File: src/rtl/cpu_run_monitor_if.sv
// ---------------------------------------------------------------------------
// cpu_run_monitor_if
// Groups the data-memory read port and the dump stream of cpu_run_monitor.
//
// Handshake rules:
//   - mem_rd_en/mem_rd_addr: single-cycle read strobe. mem_rd_data is valid
//     exactly one clock after the cycle in which mem_rd_en was high.
//   - dump_valid/dump_ready: a word transfers on a rising edge where both are
//     high. Once dump_valid rises, dump_data and dump_addr stay stable and
//     dump_valid stays high until that transfer. dump_ready is ignored while
//     dump_valid is low, and the producer never waits on dump_ready before
//     raising dump_valid.
//
// Modports:
//   master - the monitor (drives read strobe/address and the dump stream)
//   slave  - memory + dump consumer side
// ---------------------------------------------------------------------------
interface cpu_run_monitor_if #(
    parameter int DATA_W = 32,
    parameter int ADDR_W = 9
);
    logic              mem_rd_en;
    logic [ADDR_W-1:0] mem_rd_addr;
    logic [DATA_W-1:0] mem_rd_data;
    logic              dump_valid;
    logic              dump_ready;
    logic [DATA_W-1:0] dump_data;
    logic [ADDR_W-1:0] dump_addr;

    modport master (
        output mem_rd_en,
        output mem_rd_addr,
        input  mem_rd_data,
        output dump_valid,
        input  dump_ready,
        output dump_data,
        output dump_addr
    );

    modport slave (
        input  mem_rd_en,
        input  mem_rd_addr,
        output mem_rd_data,
        input  dump_valid,
        output dump_ready,
        input  dump_data,
        input  dump_addr
    );
endinterface

File: src/rtl/cpu_run_monitor.sv
// ---------------------------------------------------------------------------
// cpu_run_monitor
// Run-control and memory-dump engine for the pipelined MIPS CPU. A start
// pulse launches a run; cycles are counted until the MEM/WB finish pulse or
// the watchdog. The CPU is then held and data-memory words 0..DUMP_WORDS-1
// are streamed out one word per two cycles at best.
//
// Ports:
//   clk, reset    - clock, synchronous active-high reset
//   start         - begin a run (IDLE/DONE only)
//   finish_in     - finish pulse from MEM/WB (RUN only)
//   bus           - memory read port + dump stream (cpu_run_monitor_if.master)
//   cpu_hold      - freeze CPU in DUMP_REQ/DUMP_OUT/DONE
//   cycle_count   - cycles spent in RUN (saturating)
//   busy, done    - RUN..DUMP_OUT / DONE
//   timed_out     - sticky watchdog flag for the last run
//   dbg_state     - current FSM state encoding
// ---------------------------------------------------------------------------
module cpu_run_monitor #(
    parameter int DATA_W          = 32,
    parameter int ADDR_W          = 9,
    parameter int DUMP_WORDS      = 512,
    parameter int TIMEOUT_CYCLES  = 300,
    parameter int CNT_W           = 32,
    parameter bit DUMP_ON_TIMEOUT = 1'b1
) (
    input  logic                clk,
    input  logic                reset,
    input  logic                start,
    input  logic                finish_in,
    cpu_run_monitor_if.master   bus,
    output logic                cpu_hold,
    output logic [CNT_W-1:0]    cycle_count,
    output logic                busy,
    output logic                done,
    output logic                timed_out,
    output logic [2:0]          dbg_state
);
    typedef enum logic [2:0] {
        S_IDLE     = 3'd0,
        S_RUN      = 3'd1,
        S_DUMP_REQ = 3'd2,
        S_DUMP_OUT = 3'd3,
        S_DONE     = 3'd4
    } state_t;

    localparam logic [CNT_W-1:0]  TIMEOUT_C = CNT_W'(TIMEOUT_CYCLES);
    localparam logic [CNT_W-1:0]  CNT_ONE   = CNT_W'(1);
    localparam logic [ADDR_W-1:0] LAST_ADDR = ADDR_W'(DUMP_WORDS - 1);
    localparam logic [ADDR_W-1:0] ADDR_ONE  = ADDR_W'(1);

    state_t            state_q, state_d;
    logic [CNT_W-1:0]  count_q, count_d, count_inc;
    logic              timed_out_q, timed_out_d;
    logic [ADDR_W-1:0] addr_q, addr_d;
    logic [DATA_W-1:0] data_q, data_d;
    // High only in the first DUMP_OUT cycle: the memory's registered read data
    // is on mem_rd_data right then, so it is forwarded and captured at once.
    logic              first_q, first_d;

    // State register
    always_ff @(posedge clk) begin
        if (reset) begin
            state_q     <= S_IDLE;
            count_q     <= '0;
            timed_out_q <= 1'b0;
            addr_q      <= '0;
            data_q      <= '0;
            first_q     <= 1'b0;
        end else begin
            state_q     <= state_d;
            count_q     <= count_d;
            timed_out_q <= timed_out_d;
            addr_q      <= addr_d;
            data_q      <= data_d;
            first_q     <= first_d;
        end
    end

    // Saturating increment: the counter sticks at all-ones rather than wrap.
    assign count_inc = (&count_q) ? count_q : count_q + CNT_ONE;

    // Next-state logic
    always_comb begin : next_state
        state_d     = state_q;
        count_d     = count_q;
        timed_out_d = timed_out_q;
        addr_d      = addr_q;
        data_d      = data_q;
        first_d     = 1'b0;
        unique case (state_q)
            S_IDLE, S_DONE: begin
                if (start) begin
                    state_d     = S_RUN;
                    count_d     = '0;
                    timed_out_d = 1'b0;
                end
            end
            S_RUN: begin
                count_d = count_inc;
                // Finish has priority over a watchdog hit in the same cycle.
                if (finish_in) begin
                    state_d = S_DUMP_REQ;
                    addr_d  = '0;
                end else if (count_inc == TIMEOUT_C) begin
                    timed_out_d = 1'b1;
                    addr_d      = '0;
                    state_d     = DUMP_ON_TIMEOUT ? S_DUMP_REQ : S_DONE;
                end
            end
            S_DUMP_REQ: begin
                state_d = S_DUMP_OUT;
                first_d = 1'b1;
            end
            S_DUMP_OUT: begin
                if (first_q) begin
                    data_d = bus.mem_rd_data;
                end
                if (bus.dump_ready) begin
                    if (addr_q == LAST_ADDR) begin
                        state_d = S_DONE;
                    end else begin
                        addr_d  = addr_q + ADDR_ONE;
                        state_d = S_DUMP_REQ;
                    end
                end
            end
            default: state_d = S_IDLE;
        endcase
    end

    // Output logic
    always_comb begin : outputs
        cpu_hold       = 1'b0;
        busy           = 1'b0;
        done           = 1'b0;
        bus.mem_rd_en  = 1'b0;
        bus.dump_valid = 1'b0;
        unique case (state_q)
            S_RUN: busy = 1'b1;
            S_DUMP_REQ: begin
                busy          = 1'b1;
                cpu_hold      = 1'b1;
                bus.mem_rd_en = 1'b1;
            end
            S_DUMP_OUT: begin
                busy           = 1'b1;
                cpu_hold       = 1'b1;
                bus.dump_valid = 1'b1;
            end
            S_DONE: begin
                cpu_hold = 1'b1;
                done     = 1'b1;
            end
            default: ;
        endcase
    end

    assign bus.mem_rd_addr = addr_q;
    assign bus.dump_addr   = addr_q;
    assign bus.dump_data   = first_q ? bus.mem_rd_data : data_q;
    assign cycle_count     = count_q;
    assign timed_out       = timed_out_q;
    assign dbg_state       = state_q;
endmodule

File: src/flat_wrapper.sv
// flat-port wrapper written by rule: the top's interface ports become plain ports
module cpu_run_monitor_flat 
#(
    parameter int DATA_W          = 32,
    parameter int ADDR_W          = 9,
    parameter int DUMP_WORDS      = 512,
    parameter int TIMEOUT_CYCLES  = 300,
    parameter int CNT_W           = 32,
    parameter bit DUMP_ON_TIMEOUT = 1'b1
)
  (clk, reset, start, finish_in, cpu_hold, cycle_count, busy, done, timed_out, dbg_state, bus_mem_rd_en, bus_mem_rd_addr, bus_mem_rd_data, bus_dump_valid, bus_dump_ready, bus_dump_data, bus_dump_addr);
  cpu_run_monitor_if #(.DATA_W(DATA_W), .ADDR_W(ADDR_W)) bus_i ();
  input  logic clk;
  input  logic reset;
  input  logic start;
  input  logic finish_in;
  output logic cpu_hold;
  output logic [CNT_W-1:0] cycle_count;
  output logic busy;
  output logic done;
  output logic timed_out;
  output logic [2:0] dbg_state;
  output wire logic [$bits(bus_i.mem_rd_en)-1:0] bus_mem_rd_en;
  output wire logic [$bits(bus_i.mem_rd_addr)-1:0] bus_mem_rd_addr;
  input wire logic [$bits(bus_i.mem_rd_data)-1:0] bus_mem_rd_data;
  output wire logic [$bits(bus_i.dump_valid)-1:0] bus_dump_valid;
  input wire logic [$bits(bus_i.dump_ready)-1:0] bus_dump_ready;
  output wire logic [$bits(bus_i.dump_data)-1:0] bus_dump_data;
  output wire logic [$bits(bus_i.dump_addr)-1:0] bus_dump_addr;
  assign bus_mem_rd_en = bus_i.mem_rd_en;
  assign bus_mem_rd_addr = bus_i.mem_rd_addr;
  assign bus_i.mem_rd_data = bus_mem_rd_data;
  assign bus_dump_valid = bus_i.dump_valid;
  assign bus_i.dump_ready = bus_dump_ready;
  assign bus_dump_data = bus_i.dump_data;
  assign bus_dump_addr = bus_i.dump_addr;
  cpu_run_monitor #(.DATA_W(DATA_W), .ADDR_W(ADDR_W), .DUMP_WORDS(DUMP_WORDS), .TIMEOUT_CYCLES(TIMEOUT_CYCLES), .CNT_W(CNT_W), .DUMP_ON_TIMEOUT(DUMP_ON_TIMEOUT)) u_core (.clk(clk), .reset(reset), .start(start), .finish_in(finish_in), .bus(bus_i), .cpu_hold(cpu_hold), .cycle_count(cycle_count), .busy(busy), .done(done), .timed_out(timed_out), .dbg_state(dbg_state));
endmodule
File: config.mk
export PLATFORM = sky130hd
export DESIGN_NAME = cpu_run_monitor_flat
export DESIGN_NICKNAME = d
export VERILOG_FILES = /design/src/rtl/cpu_run_monitor_if.sv /design/src/rtl/cpu_run_monitor.sv /design/src/flat_wrapper.sv
export SDC_FILE = /design/constraint.sdc
export NUM_CORES = 1
export LEC_CHECK = 0
export ABC_CLOCK_PERIOD_IN_PS = 5900
export BUFFER_PORTS_ARGS = -buffer_cell sky130_fd_sc_hd__buf_4
export CELL_PAD_IN_SITES_DETAIL_PLACEMENT = 0
export CELL_PAD_IN_SITES_GLOBAL_PLACEMENT = 2
export CORE_UTILIZATION = 31
export CTS_CLUSTER_DIAMETER = 100
export DETAILED_ROUTE_END_ITERATION = 8
export PLACE_DENSITY = 0.87
export SETUP_SLACK_MARGIN = 0.1
export SLEW_MARGIN = 20
export SYNTH_ARGS = -nofsm -noshare
export SYNTH_HDL_FRONTEND = slang
export SYNTH_SLANG_ARGS = --single-unit
File: constraint.sdc
create_clock -name clk -period 5.9 [get_ports clk]
set_input_delay 0.885 -clock clk [delete_from_list [all_inputs] [get_ports clk]]
set_output_delay 0.885 -clock clk [all_outputs]
set_load 0.1 [all_outputs]
==> metrics.yaml <==
antennaDiodeCount: 0
power.share.clock_pct: 40.7
core_area_sq_um: 14500
relSlewSlack_pct: 38.3
ctsHoldBuffers: 0
drt_wl_total_um: 14700
irDropWorstVdd_uv: 143
via_per_inst: 5.50
fin_util_pct: 40.7
clock-sinks: 78
power.switching_w: 0.000513
ios: 128
worstPathCellList: "ha_1 > nand3_1 > or4_1 > nor3_1 > nor4_1 > xnor2_1 > or4_4 > nor3_4 > o22ai_1"
hpwl_um: 10200
finalCriticalPeriod_ps: 3940
grt-ovfl-total: 0
crit_type: "flop to flop"
cts_buffers: 9
switching_share_pct: 34.3
syn-num-nets: 645
drv_cap: 0
cts_tree: "yes"
leakagePower_nw: 2.21
synth.distinct_cells: 60
wl_per_cell_um: 16.5
antenna_found_initial: 0
ys_ff_latch: 78
clk_latency_ps: 350
crit_path_end_kind: "flop"
cts-root-buf: "clkbuf_16"
num_rows: 44
fin_crit_sh_pct: 66.8
synth_area_per_cell_sq_um: 7.57
drt_iter0_drc: 286
yosysSeqAreaShare_pct: 34.1
yosysMostFrequentCell: "nand2_1"
antenna_left: 0
maxSlewViolCount: 0
yosysTopAreaCell: "dfxtp_1"
rsz0062_at_grt: "false"
syn_to_final_growth_pct: 28.7
max_freq_mhz: 254
ys.flop_type: "dfxtp_1"
drive_gt1_share_pct: 26.6
dr_total_vias: 4875
critPathArrivalTime_ps: 4140
grt_usage_pct: 19.8
finalNetCount: 737
first_global_vias: 4423
hold_violations: 0
htree_levels: 3
grt_start_max_net_pins: 77
place_area_sq_um: 5570
gp_congestion: 0.882
setup_viol: 0
synth_top_area_share_pct: 34.1
fp.dieW_um: 124
seqPwrFrac_pct: 36.1
grt_first_pass_wirelength_um: 23300
route.detailed.drc: 0
firstDrtPassIters: 5
cp.buffers_inverters: 0
p_int_w: 0.000985
cts_buffer_depth: 2
slowest_delay_ps: 690
finalSetupTns_ps: 0
status: "finished, final reports clean"
io_buffer_count: 127
crit_family: "simple AND/OR/NAND/NOR gates"
fin_area_sq_um: 5890
worst_slew_pin_slew_ps: 921
clkTransAtPathRegs_ps: 60
comb_power_share_pct: 23.1
crit_slowest_cell: "nor3_1"
synth-edff-count: 0
finClkSkew_ps: 5.52
yosysWarnings: 0
synth_cells: 605
syn-cell-area_sq_um: 4580
hp-class: "flop to flop"
synth_common_cells: "nand2_1, dfxtp_1, a21oi_1"
crit_fanout: 10
ctsResizeCount: 0
dieArea_sq_um: 15300
start_kind: "flop"
async_flop_share_pct: 0
start_util_pct: 31.6
power_density_nw_per_um2: 254
chipHeight_um: 124
required_ps: 6100
post_cts_buffers: 0
power_w: 0.00150
synthTopCellsByArea: "dfxtp_1, nand2_1, mux2_2, a21oi_1, nor2_1"
final timing paths:
check / cells after the start / to / from / slack (ps)
max: 9 / u_core.dbg_state[0] / u_core.cycle_count[0] / 1960
min: 2 / u_core.data_q[7] / u_core.data_q[7] / 450
max reg2reg: 9 / u_core.dbg_state[0] / u_core.cycle_count[0] / 1960
min reg2reg: 2 / u_core.data_q[7] / u_core.data_q[7] / 450
worst register-to-register path, delay by kind of cell, from the launching register on:
family	cells	cell delay, ps
AOI/OAI and AO/OA	1	150
adders and majority gates	1	270
DFF	1	450
and+or+nand+nor	6	2750
xor gates and xnor gates	1	180
registers in the layout, indices dropped and copies added, names as in the netlist:
register              count
u_core.cycle_count       32
u_core.dbg_state          3
u_core.data_q            32
u_core.timed_out          1
u_core.bus.dump_addr      9
u_core.first_q            1
placed cells by master, fill, tap and decap left out, drive strengths merged, types with 4 or more instances in the layout:
master | Yosys | final
nand4 | 9 | 9
and2 | 4 | 4
inv | 6 | 7
clkbuf | 36 | 10
and4 | 8 | 8
xnor2 | 8 | 8
o22ai | 8 | 8
a31oi | 6 | 6
a311oi | 12 | 12
a22oi | 7 | 7
nor2 | 53 | 53
nor2b | 4 | 4
nor3 | 24 | 24
nand3 | 21 | 21
nor4 | 11 | 11
a21oi | 62 | 62
xor2 | 6 | 6
dfxtp | 78 | 78
mux2 | 32 | 32
a211oi | 7 | 7
and3 | 8 | 8
clkinv | 2 | 4
nand2 | 111 | 111
o21ai | 27 | 27
buf | 14 | 131
logic make-up after synthesis:
family                   count (synthesis)  synth area share, %
AO/OA/AOI/OAI                          151                 20.5
adder cells (fa/ha/maj)                  3                0.820
XOR/XNOR                                14                 2.68
multiplexers                            35                 8.53
flip-flops                              78                 34.1
buffers and inverters                   58                 5.55
AND/OR/NAND/NOR                        266                 27.8
area by class of cell:
class / instances / area, sq um
fillers: 1503 / 8590
clock buffers: 10 / 229
flip-flops and latches: 78 / 1560
clock inverters: 6 / 93.8
repair buffers: 131 / 983
multi-input cells: 469 / 2770
well taps: 184 / 230
inverters: 8 / 30.0
per-layer routing:
metal	vias up	GRT usage (%)	part of all wire (%)
met1	2306	26.1	46
li1	2384	-	-
met4	0	9.49	2.2
met3	23	3.37	5.8
met2	162	31.0	46
met5	-	0	0
through the flow:
step	cells	setup slack [ps]	hold slack, ps
2_1_floorplan	605	1850	434
3_3_place_gp	870	2130	439
3_5_place_dp	870	1970	447
4_1_cts	886	1960	455
5_1_grt	886	1690	469
6_report	886	1960	452
power groups by stage:
stage          registers (W)  logic (W)  clock network, W
3_3_place_gp        0.000552   0.000348                 0
4_1_cts             0.000541   0.000349          0.000628
2_1_floorplan       0.000579   0.000231                 0
6_report            0.000541   0.000347          0.000610
3_5_place_dp        0.000553   0.000348                 0
5_1_grt             0.000543   0.000368          0.000650
Power figures use the tool's default switching activity.
